===== config.mk =====
export PLATFORM = sky130hd
export DESIGN_NAME = wb_arbiter
export DESIGN_NICKNAME = d
export VERILOG_FILES = /design/src/rtl/wb_arbiter.sv
export SDC_FILE = /design/constraint.sdc
export NUM_CORES = 1
export LEC_CHECK = 0
export ABC_AREA = 1
export CORE_MARGIN = 3
export CORE_UTILIZATION = 60
export CTS_BUF_LIST = sky130_fd_sc_hd__clkbuf_16
export DETAILED_ROUTE_END_ITERATION = 6
export DONT_BUFFER_PORTS = 1
export GPL_TIMING_DRIVEN = 0
export HOLD_SLACK_MARGIN = 0.08
export MAX_ROUTING_LAYER = met4
export PLACE_DENSITY = 0.76
export SETUP_SLACK_MARGIN = 0.15
export SYNTH_ARGS = -nofsm -noshare
export SYNTH_HDL_FRONTEND = slang
export SYNTH_SLANG_ARGS = --single-unit

===== constraint.sdc =====
create_clock -name clk_in -period 5.9 [get_ports clk_in]
set_input_delay 0.885 -clock clk_in [delete_from_list [all_inputs] [get_ports clk_in]]
set_output_delay 0.885 -clock clk_in [all_outputs]
set_load 0.01 [all_outputs]

===== src/rtl/wb_arbiter.sv =====
// Register-file write-port arbiter: ALU source A has priority over a FIFO-buffered long-latency source B.
// Optional macro WB_ARB_BYPASS_EN lets B write directly when the FIFO is empty, A is idle and no stall is active.
module wb_arbiter #(
  parameter int WIDTH    = 32,
  parameter int INDEX    = 5,
  parameter int DEPTH    = 4,
  parameter int MAX_WAIT = 8
) (
  input  logic             clk_in,
  input  logic             rst_in,
  input  logic             a_valid_in,
  input  logic [INDEX-1:0] a_rd_in,
  input  logic [WIDTH-1:0] a_data_in,
  input  logic             b_valid_in,
  output logic             b_ready_out,
  input  logic [INDEX-1:0] b_rd_in,
  input  logic [WIDTH-1:0] b_data_in,
  output logic             stall_out,
  input  logic [INDEX-1:0] query_rs_in,
  output logic             query_busy_out,
  output logic             we_out,
  output logic [INDEX-1:0] waddr_out,
  output logic [WIDTH-1:0] wdata_out,
  output logic             conflict_out
);

  localparam int PTR_W  = $clog2(DEPTH);
  localparam int CNT_W  = PTR_W + 1;
  localparam int WAIT_W = $clog2(MAX_WAIT + 1);

  typedef enum logic {IDLE, STARVED} state_t;

  state_t           state, state_next;
  logic [INDEX-1:0] rd_mem   [DEPTH];
  logic [WIDTH-1:0] data_mem [DEPTH];
  logic [PTR_W-1:0] rd_ptr, wr_ptr;
  logic [CNT_W-1:0] count;
  logic [WAIT_W-1:0] wait_cnt, wait_next;
  logic             empty, push, pop, bypass;
  logic             vld_p0;
  logic [INDEX-1:0] rd_p0;
  logic [WIDTH-1:0] data_p0;

  function automatic logic [WAIT_W-1:0] sat_inc(input logic [WAIT_W-1:0] v);
    return (v >= WAIT_W'(MAX_WAIT)) ? v : v + 1'b1;
  endfunction

  assign empty       = (count == '0);
  assign b_ready_out = (count != CNT_W'(DEPTH));
  assign stall_out   = (state == STARVED);

  // Stage p0: pick this cycle's winner for the write port
  always_comb begin
    vld_p0  = 1'b0;
    rd_p0   = rd_mem[rd_ptr];
    data_p0 = data_mem[rd_ptr];
    pop     = 1'b0;
    bypass  = 1'b0;
    if (state == STARVED) begin
      vld_p0 = 1'b1;
      pop    = 1'b1;
    end else if (a_valid_in) begin
      vld_p0  = 1'b1;
      rd_p0   = a_rd_in;
      data_p0 = a_data_in;
    end else if (!empty) begin
      vld_p0 = 1'b1;
      pop    = 1'b1;
    end
`ifdef WB_ARB_BYPASS_EN
    else if (b_valid_in && b_ready_out) begin
      vld_p0  = 1'b1;
      bypass  = 1'b1;
      rd_p0   = b_rd_in;
      data_p0 = b_data_in;
    end
`endif
    push       = b_valid_in && b_ready_out && !bypass;
    wait_next  = (pop || empty) ? '0 : sat_inc(wait_cnt);
    state_next = (state == IDLE && wait_next == WAIT_W'(MAX_WAIT)) ? STARVED : IDLE;
  end

  always_comb begin
    query_busy_out = 1'b0;
    for (int i = 0; i < DEPTH; i++) begin
      if (CNT_W'(i) < count && rd_mem[rd_ptr + PTR_W'(i)] == query_rs_in && query_rs_in != '0)
        query_busy_out = 1'b1;
    end
  end

  always_ff @(posedge clk_in) begin
    if (push) begin
      rd_mem[wr_ptr]   <= b_rd_in;
      data_mem[wr_ptr] <= b_data_in;
    end
  end

  // Stage p1: registered write port and arbiter control state
  always_ff @(posedge clk_in or posedge rst_in) begin
    if (rst_in) begin
      state        <= IDLE;
      count        <= '0;
      rd_ptr       <= '0;
      wr_ptr       <= '0;
      wait_cnt     <= '0;
      conflict_out <= 1'b0;
      we_out       <= 1'b0;
      waddr_out    <= '0;
      wdata_out    <= '0;
    end else begin
      state    <= state_next;
      wait_cnt <= wait_next;
      count    <= count + CNT_W'(push) - CNT_W'(pop);
      if (push) wr_ptr <= wr_ptr + 1'b1;
      if (pop)  rd_ptr <= rd_ptr + 1'b1;
      if (stall_out && a_valid_in) conflict_out <= 1'b1;
      we_out <= vld_p0 && (rd_p0 != '0);
      if (vld_p0) begin
        waddr_out <= rd_p0;
        wdata_out <= data_p0;
      end
    end
  end

endmodule


==> results.py <==
metrics = {
    "floorplanning": {
        "core_sq_mm": 0.0136,
        "die-area_sq_mm": 0.0157,
        "start_util_pct": 62.9,
        "ios": 125,
        "chipWidth_microns": 125,
        "die_h_microns": 125,
        "fp-row-count": 42,
    },
    "cells_and_area": {
        "nets": 926,
        "antenna_cells": 0,
        "multi_input_area_sq_mm": 0.00249,
        "finalInstanceArea_sq_mm": 0.00951,
        "area_growth_syn_to_layout_pct": 11.5,
        "drive_above_1_share_pct": 8.76,
        "n_fill_cell": 975,
        "final-seq-area_sq_mm": 0.00572,
    },
    "route": {
        "avgRoutedWirePerCell_microns": 20.7,
        "wirelength_mm": 21.2,
        "vias": 6158,
        "drc": 0,
        "ant_nets": 0,
        "drtIter0Drc": 750,
        "viasPerCell": 6.03,
        "dr.pass1.iters": 5,
    },
    "status": {
        "status": "complete, no violations",
    },
    "critical_path": {
        "crit_required_ns": 5.02,
        "crit_slowest_cell": "dfrtp_1",
        "crit_path_frequent_cell": "nand2_1",
        "critical_path_buf_inv_count": 3,
        "cp-start-kind": "flip-flop",
        "slowest_delay_ns": 0.39,
        "arrival_ns": 2.16,
        "endpoint_kind": "primary output",
        "worstSetupPathDepth": 13,
        "crit_family": "simple AND/OR/NAND/NOR gates",
        "cp_max_fo": 10,
        "reg2reg_depth": 9,
        "criticalPathCategory": "reg -> out",
        "rrSetupSlack_ns": 3.47,
        "cp_cell_sequence": "buf_6, inv_6, nand2_1, nand2_1, buf_4, nand2_1, nand3_1, nand2_1, nor2_1, nand3_1, nand2_1, nor2_1, nor2_1",
    },
    "synthesis": {
        "yosysUniqueCellTypes": 32,
        "synth_compound_area_share_pct": 7.04,
        "synth_top_area_share_pct": 52.1,
        "synth.avg_cell_area_sq_um": 10.6,
        "syn_nets": 902,
        "yosys.area.top_type": "edfxtp_1",
        "async_flop_share_pct": 25.6,
        "yosysSeqAreaShare_pct": 67.1,
        "synthSimpleGateAreaFrac_pct": 19.7,
        "synth_mux_area_share_pct": 0,
        "yosys_warnings": 0,
        "syn_area_sq_mm": 0.00853,
        "yosys.area_share.adder_pct": 1.70,
        "yosys-top-cells-area": "edfxtp_1, dfrtp_1, nand2_1",
        "synthCells": 808,
        "netlist_top_cells_count": "nand2_1, edfxtp_1, nand3_1",
        "synth_ff_type": "edfxtp_1",
        "synth_top_family_by_area": "simple AND/OR/NAND/NOR gates",
        "synth_edf_count": 148,
        "synth_xor_area_share_pct": 0.411,
        "synth.most_common_cell": "nand2_1",
        "synth_seq_cells": 199,
    },
    "power_and_ir_drop": {
        "ir_drop_v": 0.000358,
        "power.density_mw_per_mm2": 514,
        "leakagePower_nw": 3.77,
    },
    "sta": {
        "tightest_slew_ns": 0.780,
        "grt_setup_unrepaired": "no",
        "period_share_pct": 51.6,
        "setup-tns-final_ns": 0,
        "finalSetupViolations": 0,
        "clock_skew_ns": 0.0152,
        "relSlewSlack_pct": 48.0,
        "min_period_ns": 3.05,
        "hold_viol_final": 0,
        "fmaxAchievable_ghz": 0.328,
        "slew_viol_final": 0,
    },
    "global_route": {
        "track_usage_pct": 28.0,
        "grt_pass1_wl_mm": 32.6,
        "overflow": 0,
        "grt_start_max_net_pins": 40,
        "grt_pass1_vias": 6090,
        "antenna_found_initial": 0,
    },
    "clock_network": {
        "post-cts-setup-buffers": 0,
        "htreeDepth": 4,
        "cts.hold.buffers_added": 0,
        "cts_tree": "done",
        "clkTransAtPathRegs_ns": 0.07,
        "cts_max_path_buffers": 2,
        "clockRootBuffer": "clkbuf_16",
        "numCtsBuffers": 17,
        "postCtsResizedCells": 0,
        "cts.sinks": 199,
        "worstSkewPairLatency_ns": 0.44,
    },
    "placement": {
        "hpwl_mm": 14.6,
        "post_dp_cell_area_sq_mm": 0.00889,
        "port_buffers": 0,
        "place_congestion": 0.902,
    },
    "worst_hold_path": {
        "worstHoldPathType": "in -> async",
    },
    "run": {
        "drv_cap": 0,
    },
}
## worst register-to-register path, delay by kind of cell, from the launching register on
family	cells	cell delay, ns
buffers and inverters	3	0.20
flip-flops	1	0.42
adder cells (fa/ha/maj)	3	0.83
AND/OR/NAND/NOR	2	0.71
XOR/XNOR	1	0.16
## worst paths after layout
path,startpoint,to
min reg2reg,count[0]$_DFF_PP0_,count[0]$_DFF_PP0_
min,rst_in,wdata_out[3]$_DFFE_PP0P_
max reg2reg,count[1]$_DFF_PP0_,count[2]$_DFF_PP0_
max,rd_ptr[0]$_DFFE_PP0P_,query_busy_out
max in group asynchronous,rst_in,rd_ptr[1]$_DFFE_PP0P_
min in group clk_in,count[0]$_DFF_PP0_,count[0]$_DFF_PP0_
## metrics by stage
stage	instances	utilization [%]	hold WS (ns)	total power, mW	setup WS, ns
6_report	1021	70.1	0.298	4.89	2.85
5_1_grt	1021	70.1	0.300	5.16	2.65
4_1_cts	1021	70.1	0.297	4.89	2.87
3_5_place_dp	989	65.5	0.515	3.69	3.35
3_3_place_gp	984	64.5	0.492	3.59	1.45
2_1_floorplan	808	-	0.478	3.17	2.84
## state kept, by name, indices dropped and copies added, names as in the netlist, 2 cells and up
name	flops
data_mem	128
wdata_out	32
rd_mem	20
waddr_out	5
wait_cnt	4
count	3
rd_ptr	2
wr_ptr	2
## cell families (layout without fill, tap and decap cells)
family / after synthesis / after routing
and+or+nand+nor: 407 / 407
adders and majority gates: 11 / 11
buffers and inverters: 74 / 111
DFF: 199 / 199
AOI/OAI and AO/OA: 113 / 113
xor gates and xnor gates: 4 / 4
## layer usage
layer	up-vias	wire, microns	GRT usage (%)
met2	339	10200	43.6
met4	0	458	9.06
li1	2810	-	-
met1	2964	8220	35.8
met5	-	0	-
met3	45	2290	8.19
## power by group
part	switching [mW]	internal (mW)	total, mW
Combinational	1.08	0.482	1.56
Sequential	0.235	1.89	2.12
Clock	0.530	0.677	1.21
## cells in the final DEF, fill, tap and decap left out, types with 2 or more instances in the layout
cell type,n
buf_4,4
o21ai_0,48
nand2_1,289
dfrtp_1,51
a21oi_1,43
inv_8,2
nand2_2,6
xor2_1,3
inv_2,2
inv_1,36
nand3_1,62
clkbuf_16,17
buf_1,2
edfxtp_1,148
bufinv_16,3
inv_6,2
clkinv_4,4
buf_6,4
clkbuf_1,9
a41oi_1,3
buf_12,4
nor2_1,25
a31oi_1,7
nor2_4,5
o22ai_1,2
clkinvlp_4,2
buf_2,16
a21o_1,2
clkinv_1,2
nand4_1,16
ha_1,10
nor3_1,2
o21ai_1,6
## area by class of cell
class / instances / area share [%]
multi-input combinational: 535 / 26.2
buffer: 35 / 2.07
tap: 176 / 2.32
inverter: 39 / 1.59
clock inverter: 15 / 2.05
sequential: 199 / 60.2
clock buffer: 17 / 4.47
timing repair buffer: 5 / 1.13
No activity file was read; power rests on OpenSTA's default activity.
